## config.mk

```make
export PLATFORM = sky130hd
export DESIGN_NAME = mem_arbiter_flat
export DESIGN_NICKNAME = d
export VERILOG_FILES = /design/src/rtl/mem_arbiter_if.sv /design/src/rtl/mem_arbiter.sv /design/src/flat_wrapper.sv
export SDC_FILE = /design/constraint.sdc
export NUM_CORES = 1
export LEC_CHECK = 0
export CAP_MARGIN = 20
export CORE_MARGIN = 1
export CORE_UTILIZATION = 30
export DETAILED_ROUTE_END_ITERATION = 6
export GPL_ROUTABILITY_DRIVEN = 0
export GPL_TIMING_DRIVEN = 0
export HOLD_SLACK_MARGIN = 0.06
export SYNTH_ARGS = -nofsm -noshare
export SYNTH_HDL_FRONTEND = slang
export SYNTH_SLANG_ARGS = --single-unit
```

## constraint.sdc

```tcl
create_clock -name clk -period 5.5 [get_ports clk]
set_input_delay 1.375 -clock clk [delete_from_list [all_inputs] [get_ports clk]]
set_output_delay 1.375 -clock clk [all_outputs]
set_load 0.02 [all_outputs]
```

## src/rtl/mem_arbiter_if.sv

```systemverilog
// Bus bundle between the two clients (fetch, data), the arbiter and the downstream bridge.
// slave is the arbiter's view; master is the view of whatever surrounds it.
interface mem_arbiter_if;
    logic        i_request_enable;
    logic [31:0] i_req_addr;
    logic        i_response_enable;
    logic [31:0] i_resp_data;

    logic        d_request_enable;
    logic        d_req_mode;
    logic [31:0] d_req_addr;
    logic [31:0] d_req_wdata;
    logic [3:0]  d_req_wstrb;
    logic        d_response_enable;
    logic [31:0] d_resp_data;

    logic        request_enable;
    logic        req_mode;
    logic [31:0] req_addr;
    logic [31:0] req_wdata;
    logic [3:0]  req_wstrb;
    logic        response_enable;
    logic [31:0] resp_data;

    modport slave (
        input  i_request_enable, i_req_addr,
        output i_response_enable, i_resp_data,
        input  d_request_enable, d_req_mode, d_req_addr, d_req_wdata, d_req_wstrb,
        output d_response_enable, d_resp_data,
        output request_enable, req_mode, req_addr, req_wdata, req_wstrb,
        input  response_enable, resp_data
    );

    modport master (
        output i_request_enable, i_req_addr,
        input  i_response_enable, i_resp_data,
        output d_request_enable, d_req_mode, d_req_addr, d_req_wdata, d_req_wstrb,
        input  d_response_enable, d_resp_data,
        input  request_enable, req_mode, req_addr, req_wdata, req_wstrb,
        output response_enable, resp_data
    );
endinterface

```

## src/rtl/mem_arbiter.sv

```systemverilog
// Two-client (fetch/data) arbiter in front of a single-outstanding downstream bridge.
// Each client holds one pending request; IDLE issues, BUSY waits, RESP is a guard cycle.
module mem_arbiter #(
    parameter bit FIXED_DPRIO = 1'b0
) (
    input  logic clk,
    input  logic rstn,
    mem_arbiter_if.slave bus
);
    localparam logic MEMREQ_READ = 1'b0;

    typedef enum logic [1:0] {IDLE, BUSY, RESP} state_t;

    state_t      state_q, state_d;
    logic        i_pend_q, i_pend_d, d_pend_q, d_pend_d;
    logic        last_q, last_d;
    logic        sel_data;

    logic [31:0] i_addr_q, i_addr_d;
    logic        d_mode_q, d_mode_d;
    logic [31:0] d_addr_q, d_addr_d;
    logic [31:0] d_wdata_q, d_wdata_d;
    logic [3:0]  d_wstrb_q, d_wstrb_d;

    logic        req_en_q, req_en_d;
    logic        req_mode_q, req_mode_d;
    logic [31:0] req_addr_q, req_addr_d;
    logic [31:0] req_wdata_q, req_wdata_d;
    logic [3:0]  req_wstrb_q, req_wstrb_d;
    logic        i_rsp_en_q, i_rsp_en_d;
    logic [31:0] i_rsp_data_q, i_rsp_data_d;
    logic        d_rsp_en_q, d_rsp_en_d;
    logic [31:0] d_rsp_data_q, d_rsp_data_d;

    always_comb begin
        state_d      = state_q;
        i_pend_d     = i_pend_q;
        d_pend_d     = d_pend_q;
        last_d       = last_q;
        sel_data     = 1'b0;
        i_addr_d     = i_addr_q;
        d_mode_d     = d_mode_q;
        d_addr_d     = d_addr_q;
        d_wdata_d    = d_wdata_q;
        d_wstrb_d    = d_wstrb_q;
        req_en_d     = 1'b0;
        req_mode_d   = req_mode_q;
        req_addr_d   = req_addr_q;
        req_wdata_d  = req_wdata_q;
        req_wstrb_d  = req_wstrb_q;
        i_rsp_en_d   = 1'b0;
        i_rsp_data_d = i_rsp_data_q;
        d_rsp_en_d   = 1'b0;
        d_rsp_data_d = d_rsp_data_q;

        case (state_q)
            IDLE: begin
                if (i_pend_q || d_pend_q) begin
                    // On a tie, last_q = 0 (fetch) hands the grant to data.
                    if (i_pend_q && d_pend_q) sel_data = FIXED_DPRIO ? 1'b1 : ~last_q;
                    else                      sel_data = d_pend_q;
                    req_en_d = 1'b1;
                    if (sel_data) begin
                        req_mode_d  = d_mode_q;
                        req_addr_d  = d_addr_q;
                        req_wdata_d = d_wdata_q;
                        req_wstrb_d = d_wstrb_q;
                    end else begin
                        req_mode_d  = MEMREQ_READ;
                        req_addr_d  = i_addr_q;
                        req_wdata_d = 32'h0;
                        req_wstrb_d = 4'b0000;
                    end
                    last_d  = sel_data;
                    state_d = BUSY;
                end
            end
            BUSY: begin
                if (bus.response_enable) begin
                    if (last_q) begin
                        d_rsp_en_d   = 1'b1;
                        d_rsp_data_d = bus.resp_data;
                        d_pend_d     = 1'b0;
                    end else begin
                        i_rsp_en_d   = 1'b1;
                        i_rsp_data_d = bus.resp_data;
                        i_pend_d     = 1'b0;
                    end
                    state_d = RESP;
                end
            end
            RESP:    state_d = IDLE;
            default: state_d = IDLE;
        endcase

        // Capture only into an empty slot; the served client's slot was cleared above
        // from its own registered flag, so the two never collide.
        if (bus.i_request_enable && !i_pend_q) begin
            i_pend_d = 1'b1;
            i_addr_d = bus.i_req_addr;
        end
        if (bus.d_request_enable && !d_pend_q) begin
            d_pend_d  = 1'b1;
            d_mode_d  = bus.d_req_mode;
            d_addr_d  = bus.d_req_addr;
            d_wdata_d = bus.d_req_wdata;
            d_wstrb_d = bus.d_req_wstrb;
        end
    end

    always_ff @(posedge clk) begin
        if (!rstn) begin
            state_q      <= IDLE;
            i_pend_q     <= 1'b0;
            d_pend_q     <= 1'b0;
            last_q       <= 1'b0;
            req_en_q     <= 1'b0;
            req_mode_q   <= 1'b0;
            req_addr_q   <= 32'h0;
            req_wdata_q  <= 32'h0;
            req_wstrb_q  <= 4'b0000;
            i_rsp_en_q   <= 1'b0;
            i_rsp_data_q <= 32'h0;
            d_rsp_en_q   <= 1'b0;
            d_rsp_data_q <= 32'h0;
        end else begin
            state_q      <= state_d;
            i_pend_q     <= i_pend_d;
            d_pend_q     <= d_pend_d;
            last_q       <= last_d;
            req_en_q     <= req_en_d;
            req_mode_q   <= req_mode_d;
            req_addr_q   <= req_addr_d;
            req_wdata_q  <= req_wdata_d;
            req_wstrb_q  <= req_wstrb_d;
            i_rsp_en_q   <= i_rsp_en_d;
            i_rsp_data_q <= i_rsp_data_d;
            d_rsp_en_q   <= d_rsp_en_d;
            d_rsp_data_q <= d_rsp_data_d;
        end
    end

    // Payload slots are qualified by the pending flags and need no reset.
    always_ff @(posedge clk) begin
        i_addr_q  <= i_addr_d;
        d_mode_q  <= d_mode_d;
        d_addr_q  <= d_addr_d;
        d_wdata_q <= d_wdata_d;
        d_wstrb_q <= d_wstrb_d;
    end

    assign bus.request_enable    = req_en_q;
    assign bus.req_mode          = req_mode_q;
    assign bus.req_addr          = req_addr_q;
    assign bus.req_wdata         = req_wdata_q;
    assign bus.req_wstrb         = req_wstrb_q;
    assign bus.i_response_enable = i_rsp_en_q;
    assign bus.i_resp_data       = i_rsp_data_q;
    assign bus.d_response_enable = d_rsp_en_q;
    assign bus.d_resp_data       = d_rsp_data_q;
endmodule

```

## src/flat_wrapper.sv

```systemverilog
// flat-port wrapper written by rule: the top's interface ports become plain ports
module mem_arbiter_flat 
#(
    parameter bit FIXED_DPRIO = 1'b0
)
  (clk, rstn, bus_i_request_enable, bus_i_req_addr, bus_i_response_enable, bus_i_resp_data, bus_d_request_enable, bus_d_req_mode, bus_d_req_addr, bus_d_req_wdata, bus_d_req_wstrb, bus_d_response_enable, bus_d_resp_data, bus_request_enable, bus_req_mode, bus_req_addr, bus_req_wdata, bus_req_wstrb, bus_response_enable, bus_resp_data);
  mem_arbiter_if bus_i ();
  input  logic clk;
  input  logic rstn;
  input wire logic [$bits(bus_i.i_request_enable)-1:0] bus_i_request_enable;
  input wire logic [$bits(bus_i.i_req_addr)-1:0] bus_i_req_addr;
  output wire logic [$bits(bus_i.i_response_enable)-1:0] bus_i_response_enable;
  output wire logic [$bits(bus_i.i_resp_data)-1:0] bus_i_resp_data;
  input wire logic [$bits(bus_i.d_request_enable)-1:0] bus_d_request_enable;
  input wire logic [$bits(bus_i.d_req_mode)-1:0] bus_d_req_mode;
  input wire logic [$bits(bus_i.d_req_addr)-1:0] bus_d_req_addr;
  input wire logic [$bits(bus_i.d_req_wdata)-1:0] bus_d_req_wdata;
  input wire logic [$bits(bus_i.d_req_wstrb)-1:0] bus_d_req_wstrb;
  output wire logic [$bits(bus_i.d_response_enable)-1:0] bus_d_response_enable;
  output wire logic [$bits(bus_i.d_resp_data)-1:0] bus_d_resp_data;
  output wire logic [$bits(bus_i.request_enable)-1:0] bus_request_enable;
  output wire logic [$bits(bus_i.req_mode)-1:0] bus_req_mode;
  output wire logic [$bits(bus_i.req_addr)-1:0] bus_req_addr;
  output wire logic [$bits(bus_i.req_wdata)-1:0] bus_req_wdata;
  output wire logic [$bits(bus_i.req_wstrb)-1:0] bus_req_wstrb;
  input wire logic [$bits(bus_i.response_enable)-1:0] bus_response_enable;
  input wire logic [$bits(bus_i.resp_data)-1:0] bus_resp_data;
  assign bus_i.i_request_enable = bus_i_request_enable;
  assign bus_i.i_req_addr = bus_i_req_addr;
  assign bus_i_response_enable = bus_i.i_response_enable;
  assign bus_i_resp_data = bus_i.i_resp_data;
  assign bus_i.d_request_enable = bus_d_request_enable;
  assign bus_i.d_req_mode = bus_d_req_mode;
  assign bus_i.d_req_addr = bus_d_req_addr;
  assign bus_i.d_req_wdata = bus_d_req_wdata;
  assign bus_i.d_req_wstrb = bus_d_req_wstrb;
  assign bus_d_response_enable = bus_i.d_response_enable;
  assign bus_d_resp_data = bus_i.d_resp_data;
  assign bus_request_enable = bus_i.request_enable;
  assign bus_req_mode = bus_i.req_mode;
  assign bus_req_addr = bus_i.req_addr;
  assign bus_req_wdata = bus_i.req_wdata;
  assign bus_req_wstrb = bus_i.req_wstrb;
  assign bus_i.response_enable = bus_response_enable;
  assign bus_i.resp_data = bus_resp_data;
  mem_arbiter #(.FIXED_DPRIO(FIXED_DPRIO)) u_core (.clk(clk), .rstn(rstn), .bus(bus_i));
endmodule
```

==> results_dict.tcl <==
set metrics [dict create \
    synth.area.top_cells "edfxtp_1 (37%), dfxtp_1 (34%), a311oi_2 (5.3%)" \
    period_share 0.526 \
    critPathBufInv 1 \
    post_cts_buffers 0 \
    ys_types 27 \
    yosysTopAreaCell "edfxtp_1" \
    drtIter0Drc 351 \
    multi_input_area_um2 2130 \
    core-area_um2 27000 \
    finalHoldViolations 0 \
    htreeDepth 1 \
    reg2reg_from "u_core.d_pend_q" \
    grt_setup_unrepaired "false" \
    synth_most_common_cell "dfxtp_1" \
    ys_warn_count 0 \
    status "finished, final reports clean" \
    seqCellArea_um2 5860 \
    drc 0 \
    netlist_area_um2 8240 \
    fin_cells 1312 \
    hold_buffers 0 \
    drive_gt1_frac 0.100 \
    worstSetupPathType "flop to output pin" \
    numCtsBuffers 27 \
    finalPower_mw 4.32 \
    holdWs_ns 0.462 \
    worst_slack_ns 2.61 \
    insertion_delay_ns 0.52 \
    path_max_fanout 2 \
    slowest_delay_ns 0.66 \
    design_area_um2 12300 \
    place_area_um2 11500 \
    synth_edf_count 101 \
    fin_util 0.457 \
    skew_ns 0.0122 \
    end_kind "output pin" \
    clock_path_buffers 3 \
    cts-resized-gates 0 \
    slew_headroom 0.491 \
    routed-via-count 6117 \
    holdCritStartpoint "u_core.d_wdata_q[3]" \
    cap_violations 0 \
    ys_top_cells_by_count "dfxtp_1 (141), edfxtp_1 (101), nand2_1 (96)" \
    fin_tns_setup_ns 0 \
    p_per_area_nw_per_um2 351 \
    routed_wl_um 22900 \
    routedWlPerCell_um 17.4 \
    grt_pass1_wl_um 35000 \
    crit_family "buffers and inverters" \
    avgSynthCellArea_um2 12.8 \
    grt.total_usage 0.159 \
    grt_start_max_net_pins 34 \
    num_io_pins 274 \
    grt_pass1_vias 6187 \
    viasPerCell 4.66 \
    timing.fmax_mhz 346 \
    portBuffers 273 \
    ir_worst_vdd_uv 200 \
    pre_cts_ws_ns 2.19 \
    areaGrowthSynthToFinish_pct 49.4 \
    clk_pin_slew_ns 0.06 \
    synthesis.instances 645 \
    crit_chain "clkdlybuf4s50_1" \
    antenna_found_initial 1 \
    synth_nets 783 \
    num_rows 60 \
    start_util 0.306 \
    async_flop_share 0 \
    ys_ff_latch 242 \
    die_h_um 168 \
    cellLeakagePower_nw 4.33 \
    die_w_um 168 \
    ys_seq_area_frac 0.711 \
    synth_flop_cell "dfxtp_1" \
    worstMarginPinSlew_ns 0.763 \
    setup_viol 0 \
    period_needed_ns 2.89 \
    startpoint "u_core.bus.req_addr[28]" \
    grt_overflow_total 0 \
    drtPass1Iterations 4 \
    hpwl_um 15900 \
    ant_nets 0 \
    clockRootBuffer "clkbuf_16" \
    hold_path.class "flop to flop" \
    post-place-cells 1262 \
    cts_tree "yes" \
    dieArea_um2 28100 \
    synth_top_area_share 0.368 \
    finalNetCount 1088 \
    clock-sinks 242 \
    fillers 2496 \
    arrival_ns 1.52 \
    startpoint_type "flop" \
    slew_violations 0 \
    cp_slowest_cell "clkdlybuf4s50_1" \
    crit_required_ns 4.12 \
]
==> flip-flops by register name (all words and copies together) (netlist names) <==
name	count
u_core.bus.d_resp_data	32
u_core.bus.d_response_enable	1
u_core.bus.i_resp_data	32
u_core.bus.i_response_enable	1
u_core.bus.req_addr	32
u_core.bus.req_mode	1
u_core.bus.req_wdata	32
u_core.bus.req_wstrb	4
u_core.bus.request_enable	1
u_core.d_addr_q	32
u_core.d_mode_q	1
u_core.d_pend_q	1
u_core.d_wdata_q	32
u_core.d_wstrb_q	4
u_core.i_addr_q	32
u_core.i_pend_q	1
u_core.last_q	1
u_core.state_q	2
==> layer usage <==
layer | vias to the layer above | global-route usage | share of wire
li1 | 2985 | - | -
met4 | 0 | 0.0451 | 0.023
met3 | 39 | 0.0477 | 0.083
met2 | 233 | 0.264 | 0.47
met1 | 2860 | 0.198 | 0.43
met5 | - | 0 | 0
==> power by group <==
group / switching (mW) / leakage, nW / total, mW / internal, mW
Clock: 0.696 / 0.416 / 1.68 / 0.980
Sequential: 0.0499 / 2.11 / 2.04 / 1.99
Combinational: 0.317 / 1.80 / 0.608 / 0.291
Total: 1.06 / 4.33 / 4.32 / 3.26
==> path summary, 6_finish.rpt <==
path | endpoint | slack, ns | cells past startpoint
max | bus_req_addr[28] | 2.61 | 1
min | u_core.bus.req_wdata[3] | 0.46 | 1
max reg2reg | u_core.bus.req_wdata[11] | 3.72 | 5
min reg2reg | u_core.bus.req_wdata[3] | 0.46 | 1
==> final cells by class <==
type	instances	area share
clock inverters	10	0.00407
diodes	1	0.000203
clock buffers	39	0.0634
inverters	1	0.000305
multi-input cells	349	0.173
plain buffers	53	0.0211
repair buffers	276	0.227
well taps	341	0.0347
flip-flops and latches	242	0.476
==> layout by cell type (no fill, tap or decap), drive strengths merged <==
cell type / count
clkdlybuf4s50: 273
dfxtp: 141
edfxtp: 101
nand2: 96
clkbuf: 66
o21ai: 65
nand3: 64
a22o: 37
a21oi: 35
a311oi: 33
buf: 29
clkinv: 9
nor2: 4
nor2b: 4
and3: 3
inv: 2
diode: 1
nand4b: 1
nand4bb: 1
a21boi: 1
or2: 1
and2: 1
a21bo: 1
o21a: 1
a41oi: 1
==> logic make-up (layout without fill, tap and decap cells) <==
logic type | after synthesis | count (layout) | share of synthesized area
buffers and inverters | 54 | 379 | 0.0320
DFF | 242 | 242 | 0.711
other | 0 | 1 | 0
and+or+nand+nor | 175 | 175 | 0.0940
AOI/OAI and AO/OA | 174 | 174 | 0.163
Power figures use the tool's default switching activity.
